`src/rtl/tomasulo_pkg.sv`:
```
// Shared opcode and class definitions for the Tomasulo issue path.
// Opcodes are compared as 32-bit values so that any TYPE_W up to 32 can be classified.
package tomasulo_pkg;

    localparam logic [31:0] OP_ADD = 32'h01;
    localparam logic [31:0] OP_SUB = 32'h02;
    localparam logic [31:0] OP_MUL = 32'h03;
    localparam logic [31:0] OP_DIV = 32'h04;

    typedef enum logic {
        CLS_AR = 1'b0,
        CLS_MR = 1'b1
    } iq_class_e;

    function automatic logic is_legal(input logic [31:0] op);
        return (op == OP_ADD) || (op == OP_SUB) || (op == OP_MUL) || (op == OP_DIV);
    endfunction

    // Illegal opcodes report CLS_AR; they never issue, so the class is only cosmetic.
    function automatic iq_class_e op_class(input logic [31:0] op);
        return ((op == OP_MUL) || (op == OP_DIV)) ? CLS_MR : CLS_AR;
    endfunction

endpackage

```
`src/rtl/dual_issue_queue_if.sv`:
```
// Decode-side enqueue, reservation-station issue and status signals of the dual-issue queue.
// The queue connects through the slave modport; its environment uses master.
interface dual_issue_queue_if #(
    parameter int DEPTH  = 8,
    parameter int TYPE_W = 8,
    parameter int REG_W  = 8,
    parameter int AR_N   = 3,
    parameter int MR_N   = 2
);
    logic [1:0]                 in_valid;
    logic                       in_ready;
    logic [TYPE_W-1:0]          in0_type, in1_type;
    logic [REG_W-1:0]           in0_dst, in0_src1, in0_src2;
    logic [REG_W-1:0]           in1_dst, in1_src1, in1_src2;
    logic [$clog2(AR_N+1)-1:0]  ar_free;
    logic [$clog2(MR_N+1)-1:0]  mr_free;
    logic                       flush;
    logic [1:0]                 select_instruction;
    logic [TYPE_W-1:0]          out0_type, out1_type;
    logic [REG_W-1:0]           out0_dst, out0_src1, out0_src2;
    logic [REG_W-1:0]           out1_dst, out1_src1, out1_src2;
    logic                       out0_class, out1_class;
    logic [$clog2(DEPTH+1)-1:0] count;
    logic                       err;

    modport master (
        output in_valid, in0_type, in1_type,
        output in0_dst, in0_src1, in0_src2, in1_dst, in1_src1, in1_src2,
        output ar_free, mr_free, flush,
        input  in_ready, select_instruction,
        input  out0_type, out0_dst, out0_src1, out0_src2, out0_class,
        input  out1_type, out1_dst, out1_src1, out1_src2, out1_class,
        input  count, err
    );

    modport slave (
        input  in_valid, in0_type, in1_type,
        input  in0_dst, in0_src1, in0_src2, in1_dst, in1_src1, in1_src2,
        input  ar_free, mr_free, flush,
        output in_ready, select_instruction,
        output out0_type, out0_dst, out0_src1, out0_src2, out0_class,
        output out1_type, out1_dst, out1_src1, out1_src2, out1_class,
        output count, err
    );

endinterface

```
`src/rtl/iq_entry_ram.sv`:
```
// Entry storage for the issue queue: DEPTH words, two write ports, two asynchronous reads.
// The queue never writes both ports to the same address in one cycle.
module iq_entry_ram #(
    parameter int DEPTH = 8,
    parameter int WIDTH = 32
) (
    input  logic                     clk,
    input  logic                     we0,
    input  logic [$clog2(DEPTH)-1:0] waddr0,
    input  logic [WIDTH-1:0]         wdata0,
    input  logic                     we1,
    input  logic [$clog2(DEPTH)-1:0] waddr1,
    input  logic [WIDTH-1:0]         wdata1,
    input  logic [$clog2(DEPTH)-1:0] raddr0,
    output logic [WIDTH-1:0]         rdata0,
    input  logic [$clog2(DEPTH)-1:0] raddr1,
    output logic [WIDTH-1:0]         rdata1
);

    logic [WIDTH-1:0] mem [DEPTH];

    // NOTE: storage has no reset; validity is tracked by head/tail/count, so stale words are never observed.
    always_ff @(posedge clk) begin
        if (we0) mem[waddr0] <= wdata0;
        if (we1) mem[waddr1] <= wdata1;
    end

    assign rdata0 = mem[raddr0];
    assign rdata1 = mem[raddr1];

endmodule

```
`src/rtl/dual_issue_queue.sv`:
```
// In-order two-wide instruction queue feeding the AR/MR reservation stations.
// Issue strobes are combinational from registered queue state and the free-slot counts.
module dual_issue_queue
    import tomasulo_pkg::*;
#(
    parameter int DEPTH  = 8,
    parameter int TYPE_W = 8,
    parameter int REG_W  = 8,
    parameter int AR_N   = 3,
    parameter int MR_N   = 2
) (
    input logic              clk,
    input logic              rst,
    dual_issue_queue_if.slave q
);

    localparam int PTR_W = $clog2(DEPTH);
    localparam int CNT_W = $clog2(DEPTH + 1);
    localparam int ENT_W = TYPE_W + 3 * REG_W;
    localparam int AR_W  = $clog2(AR_N + 1);
    localparam int MR_W  = $clog2(MR_N + 1);

    logic [PTR_W-1:0] head, tail, head1, tail1;
    logic [CNT_W-1:0] count_q;
    logic             err_q;

    logic [ENT_W-1:0] rd0, rd1, wdata0, wdata1;
    logic [TYPE_W-1:0] t0, t1;
    logic [AR_W-1:0]  ar_free;
    logic [MR_W-1:0]  mr_free;

    logic      has0, has1, legal0, legal1, iss0, iss1, deq0, deq1;
    iq_class_e cls0, cls1;
    int        free0, free1, need1;

    logic       enq, enq2, err_set;
    logic [1:0] enq_n, deq_n;

    assign head1 = head + PTR_W'(1);
    assign tail1 = tail + PTR_W'(1);

    assign wdata0 = {q.in0_type, q.in0_dst, q.in0_src1, q.in0_src2};
    assign wdata1 = {q.in1_type, q.in1_dst, q.in1_src1, q.in1_src2};

    iq_entry_ram #(
        .DEPTH (DEPTH),
        .WIDTH (ENT_W)
    ) u_ram (
        .clk    (clk),
        .we0    (enq),
        .waddr0 (tail),
        .wdata0 (wdata0),
        .we1    (enq2),
        .waddr1 (tail1),
        .wdata1 (wdata1),
        .raddr0 (head),
        .rdata0 (rd0),
        .raddr1 (head1),
        .rdata1 (rd1)
    );

    assign t0      = rd0[ENT_W-1 -: TYPE_W];
    assign t1      = rd1[ENT_W-1 -: TYPE_W];
    assign ar_free = q.ar_free;
    assign mr_free = q.mr_free;

    // NOTE: every signal below is assigned on every pass with no branches, so nothing can hold a stale value.
    always_comb begin
        has0   = (count_q != '0);
        has1   = (count_q >= CNT_W'(2));
        legal0 = is_legal(32'(t0));
        legal1 = is_legal(32'(t1));
        cls0   = op_class(32'(t0));
        cls1   = op_class(32'(t1));
        free0  = (cls0 == CLS_MR) ? int'(mr_free) : int'(ar_free);
        free1  = (cls1 == CLS_MR) ? int'(mr_free) : int'(ar_free);
        iss0   = has0 && legal0 && (free0 >= 1);
        deq0   = has0 && (!legal0 || (free0 >= 1));
        // Lane 1 needs a second slot only when lane 0 already took one of the same class.
        need1  = (iss0 && (cls1 == cls0)) ? 2 : 1;
        iss1   = has1 && deq0 && legal1 && (free1 >= need1);
        deq1   = has1 && deq0 && (!legal1 || (free1 >= need1));
    end

    assign q.in_ready = (count_q <= CNT_W'(DEPTH - 2));
    assign enq        = q.in_ready && q.in_valid[0] && !q.flush;
    assign enq2       = enq && q.in_valid[1];
    assign enq_n      = {1'b0, enq} + {1'b0, enq2};
    assign deq_n      = {1'b0, deq0} + {1'b0, deq1};
    assign err_set    = !q.flush && ((deq0 && !legal0) || (deq1 && !legal1));

    // NOTE: state registers use non-blocking assignments so every update sees pre-edge values.
    always_ff @(posedge clk or posedge rst) begin
        if (rst) begin
            head    <= '0;
            tail    <= '0;
            count_q <= '0;
        end else if (q.flush) begin
            head    <= '0;
            tail    <= '0;
            count_q <= '0;
        end else begin
            head    <= head + PTR_W'(deq_n);
            tail    <= tail + PTR_W'(enq_n);
            count_q <= count_q + CNT_W'(enq_n) - CNT_W'(deq_n);
        end
    end

    always_ff @(posedge clk or posedge rst) begin
        if (rst)          err_q <= 1'b0;
        else if (err_set) err_q <= 1'b1;
    end

    assign q.select_instruction = q.flush ? 2'b00 : {iss1, iss0};

    assign q.out0_type  = has0 ? t0 : '0;
    assign q.out0_dst   = has0 ? rd0[3*REG_W-1 -: REG_W] : '0;
    assign q.out0_src1  = has0 ? rd0[2*REG_W-1 -: REG_W] : '0;
    assign q.out0_src2  = has0 ? rd0[REG_W-1:0] : '0;
    assign q.out0_class = has0 && (cls0 == CLS_MR);

    assign q.out1_type  = has1 ? t1 : '0;
    assign q.out1_dst   = has1 ? rd1[3*REG_W-1 -: REG_W] : '0;
    assign q.out1_src1  = has1 ? rd1[2*REG_W-1 -: REG_W] : '0;
    assign q.out1_src2  = has1 ? rd1[REG_W-1:0] : '0;
    assign q.out1_class = has1 && (cls1 == CLS_MR);

    assign q.count = count_q;
    assign q.err   = err_q;

endmodule
```
`src/flat_wrapper.sv`:
```
// flat-port wrapper written by rule: the top's interface ports become plain ports
module dual_issue_queue_flat import tomasulo_pkg::*;
#(
    parameter int DEPTH  = 8,
    parameter int TYPE_W = 8,
    parameter int REG_W  = 8,
    parameter int AR_N   = 3,
    parameter int MR_N   = 2
)
  (clk, rst, q_in_valid, q_in0_type, q_in1_type, q_in0_dst, q_in0_src1, q_in0_src2, q_in1_dst, q_in1_src1, q_in1_src2, q_ar_free, q_mr_free, q_flush, q_in_ready, q_select_instruction, q_out0_type, q_out0_dst, q_out0_src1, q_out0_src2, q_out0_class, q_out1_type, q_out1_dst, q_out1_src1, q_out1_src2, q_out1_class, q_count, q_err);
  dual_issue_queue_if #(.DEPTH(DEPTH), .TYPE_W(TYPE_W), .REG_W(REG_W), .AR_N(AR_N), .MR_N(MR_N)) q_i ();
  input logic clk;
  input logic rst;
  input wire logic [$bits(q_i.in_valid)-1:0] q_in_valid;
  input wire logic [$bits(q_i.in0_type)-1:0] q_in0_type;
  input wire logic [$bits(q_i.in1_type)-1:0] q_in1_type;
  input wire logic [$bits(q_i.in0_dst)-1:0] q_in0_dst;
  input wire logic [$bits(q_i.in0_src1)-1:0] q_in0_src1;
  input wire logic [$bits(q_i.in0_src2)-1:0] q_in0_src2;
  input wire logic [$bits(q_i.in1_dst)-1:0] q_in1_dst;
  input wire logic [$bits(q_i.in1_src1)-1:0] q_in1_src1;
  input wire logic [$bits(q_i.in1_src2)-1:0] q_in1_src2;
  input wire logic [$bits(q_i.ar_free)-1:0] q_ar_free;
  input wire logic [$bits(q_i.mr_free)-1:0] q_mr_free;
  input wire logic [$bits(q_i.flush)-1:0] q_flush;
  output wire logic [$bits(q_i.in_ready)-1:0] q_in_ready;
  output wire logic [$bits(q_i.select_instruction)-1:0] q_select_instruction;
  output wire logic [$bits(q_i.out0_type)-1:0] q_out0_type;
  output wire logic [$bits(q_i.out0_dst)-1:0] q_out0_dst;
  output wire logic [$bits(q_i.out0_src1)-1:0] q_out0_src1;
  output wire logic [$bits(q_i.out0_src2)-1:0] q_out0_src2;
  output wire logic [$bits(q_i.out0_class)-1:0] q_out0_class;
  output wire logic [$bits(q_i.out1_type)-1:0] q_out1_type;
  output wire logic [$bits(q_i.out1_dst)-1:0] q_out1_dst;
  output wire logic [$bits(q_i.out1_src1)-1:0] q_out1_src1;
  output wire logic [$bits(q_i.out1_src2)-1:0] q_out1_src2;
  output wire logic [$bits(q_i.out1_class)-1:0] q_out1_class;
  output wire logic [$bits(q_i.count)-1:0] q_count;
  output wire logic [$bits(q_i.err)-1:0] q_err;
  assign q_i.in_valid = q_in_valid;
  assign q_i.in0_type = q_in0_type;
  assign q_i.in1_type = q_in1_type;
  assign q_i.in0_dst = q_in0_dst;
  assign q_i.in0_src1 = q_in0_src1;
  assign q_i.in0_src2 = q_in0_src2;
  assign q_i.in1_dst = q_in1_dst;
  assign q_i.in1_src1 = q_in1_src1;
  assign q_i.in1_src2 = q_in1_src2;
  assign q_i.ar_free = q_ar_free;
  assign q_i.mr_free = q_mr_free;
  assign q_i.flush = q_flush;
  assign q_in_ready = q_i.in_ready;
  assign q_select_instruction = q_i.select_instruction;
  assign q_out0_type = q_i.out0_type;
  assign q_out0_dst = q_i.out0_dst;
  assign q_out0_src1 = q_i.out0_src1;
  assign q_out0_src2 = q_i.out0_src2;
  assign q_out0_class = q_i.out0_class;
  assign q_out1_type = q_i.out1_type;
  assign q_out1_dst = q_i.out1_dst;
  assign q_out1_src1 = q_i.out1_src1;
  assign q_out1_src2 = q_i.out1_src2;
  assign q_out1_class = q_i.out1_class;
  assign q_count = q_i.count;
  assign q_err = q_i.err;
  dual_issue_queue #(.DEPTH(DEPTH), .TYPE_W(TYPE_W), .REG_W(REG_W), .AR_N(AR_N), .MR_N(MR_N)) u_core (.clk(clk), .rst(rst), .q(q_i));
endmodule
```
`config.mk`:
```
export PLATFORM = sky130hd
export DESIGN_NAME = dual_issue_queue_flat
export DESIGN_NICKNAME = d
export VERILOG_FILES = /design/src/rtl/tomasulo_pkg.sv /design/src/rtl/dual_issue_queue_if.sv /design/src/rtl/iq_entry_ram.sv /design/src/rtl/dual_issue_queue.sv /design/src/flat_wrapper.sv
export SDC_FILE = /design/constraint.sdc
export NUM_CORES = 1
export LEC_CHECK = 0
export CAP_MARGIN = 10
export CORE_ASPECT_RATIO = 1.5
export CORE_MARGIN = 5
export CORE_UTILIZATION = 53
export CTS_CLUSTER_SIZE = 40
export DETAILED_ROUTE_END_ITERATION = 10
export GPL_TIMING_DRIVEN = 0
export PLACE_DENSITY = 0.79
export SYNTH_ARGS = -nofsm -noshare
export SYNTH_HDL_FRONTEND = slang
export SYNTH_SLANG_ARGS = --single-unit
```
`constraint.sdc`:
```
create_clock -name clk -period 5 [get_ports clk]
set_input_delay 0.5 -clock clk [delete_from_list [all_inputs] [get_ports clk]]
set_output_delay 0.5 -clock clk [all_outputs]
set_load 0.005 [all_outputs]
```
==> results.md <==
* Cells after Synth at 1079
* Total placed cells including tap cells at about 1600
* TritonCTS clock tree: done
* Final hold viol count at 0
* Area of the die at between 30000 and 40000 um^2
* Post-synthesis async set-or-reset flop share at 0.04120
* Routed wire per std cell at 28.45 um
* Port-buffer cells at around 150
* Adder and majority gate portion of the synthesized area at 0.01491
* Top cell type by total area after synthesis: edfxtp_1
* Nature of the critical path startpoint: flop
* Final standard cell area without fillers at 19770 um^2
* Antenna violations before repair at 0
* Count of warnings emitted by yosys at 0
* Synth-to-layout area growth at 21.45%
* Mapped Area at between 15000 and 20000 um^2
* Clock insertion delay at the later pin of the skew report at about 0.55 ns
* Pin count of the biggest net entering global routing at 33
* Number of buffers created by CTS at 26
* Final weighted congestion of routability-driven global placement at 0.8773
* Die W at 153.1 um
* Max Cap Violations at 0
* Number of pins with negative max-slew slack in the final report at 0
* Via density per instance at ~6.6
* Core Area at between 30000 and 40000 um^2
* Leading cell types in the layout, fill and taps excluded: mux2_2, edfxtp_1, clkdlybuf4s50_1
* Actual transition at the worst max-transition pin at roughly 1.2 ns
* Library cell used as clock root buffer: clkbuf_16
* Mean area per synthesized cell at between 15 and 20 um^2
* First-pass GRT wire length at slightly above 70000 um
* H-Tree Level Count at 1
* Multiplexer area fraction after synthesis at 0.3784
* Total area of sequential cells at 7965 um^2
* Setup clock skew after layout at 0.009919 ns
* CP Max Fanout at 7
* Area occupied by multi-input gates at just over 8000 um^2
* DRC marker count from the first detailed-route iteration at 1177
* Setup CP Type: reg2out
* Filler Cell Count at ~2200
* Standby leakage power at 6.615 nW
* Number of top-level pins at ~150
* Worst-case vdd ir drop at roughly 0.39 mV
* DRC Markers at 0
* Total routing resource utilization after global routing at 0.2755
* Share of Yosys cell area claimed by the top area cell type at 0.4723
* Simple-gate share of the synthesized area at 0.05957
* Count of cells along the worst register-to-register path at 22
* Clock transition at the registers of the reported paths at 0.06 ns
* Post-layout power at roughly 10 mW
* Launch instance of the worst register-to-register path: u_core.head[0]$_DFF_PP0_
* Via total after detailed routing at around 11000
* Number of sinks handled by clock tree synthesis at about 270
* Most used flip-flop cell after synthesis: edfxtp_1
* Internal reg-to-reg setup slack at ~0.070 ns
* Starting density of the core at 0.5380
* Headroom to the max-slew limit at 0.2199
* Instance area at placement at ~19000 um^2
* CP required at approximately 4.5 ns
* Half-perimeter wire length after detailed placement at approximately 33000 um
* Reg-to-Reg End: u_core.q.count[3]$_DFF_PP0_
* Part of the cycle the worst path needs at 0.9933
* Area contributors post-synth: edfxtp_1, mux2_2, mux4_2
* Antenna violation net count after detailed routing at 0
* First-pass iteration count of the detailed router at 6
* Min-Delay Path Class: in2async
* Crit end category: primary output
* Finish-stage setup viols at 0
* Synth Area in XOR/XNOR at 0.005765
* Row count at ~80
* Shortest period the worst path allows at between 4 and 5 ns
* Compound-Gate Fraction of Synth Area at 0.02483
* Number of buffers on the longest clock path at 3
* Main combinational cell family by area after synthesis: multiplexers
* Final standard cell count with taps included and fillers excluded at about 1700
* Count of nets after finishing at 1368
* Post-synthesis sequential element count at approximately 270
* Run status: finished clean
* Yosys cell types at just over 60
* Gr ovfl total at 0
* Final wirelength at 48310 um
* PwrDens at between 500 and 600 nW/um^2
* Post-synthesis net count at ~1200
* Most common cell after layout, fill and taps aside: mux2_2
* Critical Path AT at about 4.5 ns
* Die Span Y at between 200 and 250 um
* Fraction of layout cells with a size suffix above 1 at 0.4079
* Count of flip-flops with a built-in enable after synthesis at roughly 260
* Via count of the first global-routing pass at approximately 12000
* Setup repair after global routing missed its margin: yes
* Post-synthesis sequential area ratio at 0.4892
* Highest attainable clock frequency at between 200 and 250 MHz
how the worst max path moves through the flow:
stage	from	cells past startpoint	endpoint	slack (ns)
after global routing	u_core.head[0]$_DFF_PP0_	15	q_select_instruction[1]	-0.09
after global placement	q_flush	4	u_core.u_ram.mem[0][8]$_DFFE_PP_	-2.34
after CTS	u_core.head[0]$_DFF_PP0_	22	u_core.q.count[3]$_DFF_PP0_	0.005
after detailed placement	u_core.head[1]$_DFF_PP0_	22	u_core.q.count[3]$_DFF_PP0_	-0.62
after floorplan	u_core.head[1]$_DFF_PP0_	22	u_core.q.count[3]$_DFF_PP0_	0.17
final	u_core.head[0]$_DFF_PP0_	15	q_select_instruction[1]	0.03
timing repair:
action,CTS,global route
gates cloned,0,1
pin swaps,2,14
buffers inserted,5,8
hold buffers,0,0
endpoints found under the setup margin,7,4
resized for setup,24,21
cells in the mapped netlist, types with 4 or more instances:
| cell | n |
|---|---|
| mux4_1 | 6 |
| dfrtp_1 | 11 |
| nor3b_1 | 11 |
| a21oi_1 | 37 |
| nand2_1 | 75 |
| buf_2 | 47 |
| mux2_1 | 6 |
| mux2_2 | 259 |
| nand4_1 | 4 |
| nor2_1 | 58 |
| nand3b_1 | 4 |
| ha_1 | 13 |
| nand2b_1 | 5 |
| nor2b_1 | 10 |
| buf_1 | 7 |
| nor3_1 | 12 |
| mux4_2 | 116 |
| fa_1 | 4 |
| mux2i_1 | 39 |
| xnor2_1 | 5 |
| or2_1 | 4 |
| edfxtp_1 | 256 |
| inv_1 | 14 |
| clkbuf_1 | 22 |
flip-flops by register name, summed over array words and instances, names as in the netlist:
signal / count
u_core.head: 3
u_core.q.count: 4
u_core.q.err: 1
u_core.tail: 3
u_core.u_ram.mem: 256
cell families after synthesis:
| logic type | Yosys count |
|---|---|
| mux | 427 |
| xor+xnor | 9 |
| flops | 267 |
| fa+ha+maj | 17 |
| compound gates | 64 |
| simple gates | 200 |
| buf+inv | 95 |
critical path, stage by stage, from the launching register on:
cell and delay [ns]:
dfrtp_2 0.46, ha_4 0.29, buf_8 0.13, buf_8 0.13, mux4_2 0.56, nor4_4 0.28, nor2_2 0.09, nor2_2 0.11
a21boi_4 0.26, nor3b_2 0.19, o21ai_1 0.11, ha_1 0.29, nand2b_4 0.12, a21oi_4 0.05, nor4b_1 0.27, clkdlybuf4s50_1 0.56
where the power goes:
part           switching [mW]  internal [mW]
registers              0.0623           2.57
logic                    2.67           2.69
clock network           0.846           1.19
total                    3.57           6.44
routing by layer:
layer | vias up | wire length (um) | global-route usage
li1 | 4697 | - | -
met1 | 5611 | 16560 | 0.3221
met2 | 712 | 25120 | 0.4919
met3 | 171 | 3985 | 0.04235
met4 | 0 | 2642 | 0.1401
met5 | - | 0 | 0
area by class of cell:
type                    count  area share
diodes                      1   0.0001266
inverters                  14    0.002658
clock inverters            15    0.008924
well taps                 400     0.02532
multi-input cells         717      0.4092
repair buffers            171     0.09323
flip-flops and latches    267      0.4029
clock buffers              32     0.03513
plain buffers              81     0.02253
metrics by stage:
step	setup WS [ns]	setup TNS, ns	hold slack, ns	utilization
finish	0.03341	0	0.2721	0.6534
global route	-0.09002	-0.1728	0.3084	0.6534
CTS	0.004937	0	0.2741	0.6473
detailed placement	-0.6197	-1.722	0.4454	0.6140
global placement	-2.341	-279.48	0.4393	0.6029
floorplan	0.1717	0	0.3524	-
(Power assumes the default switching activity.)
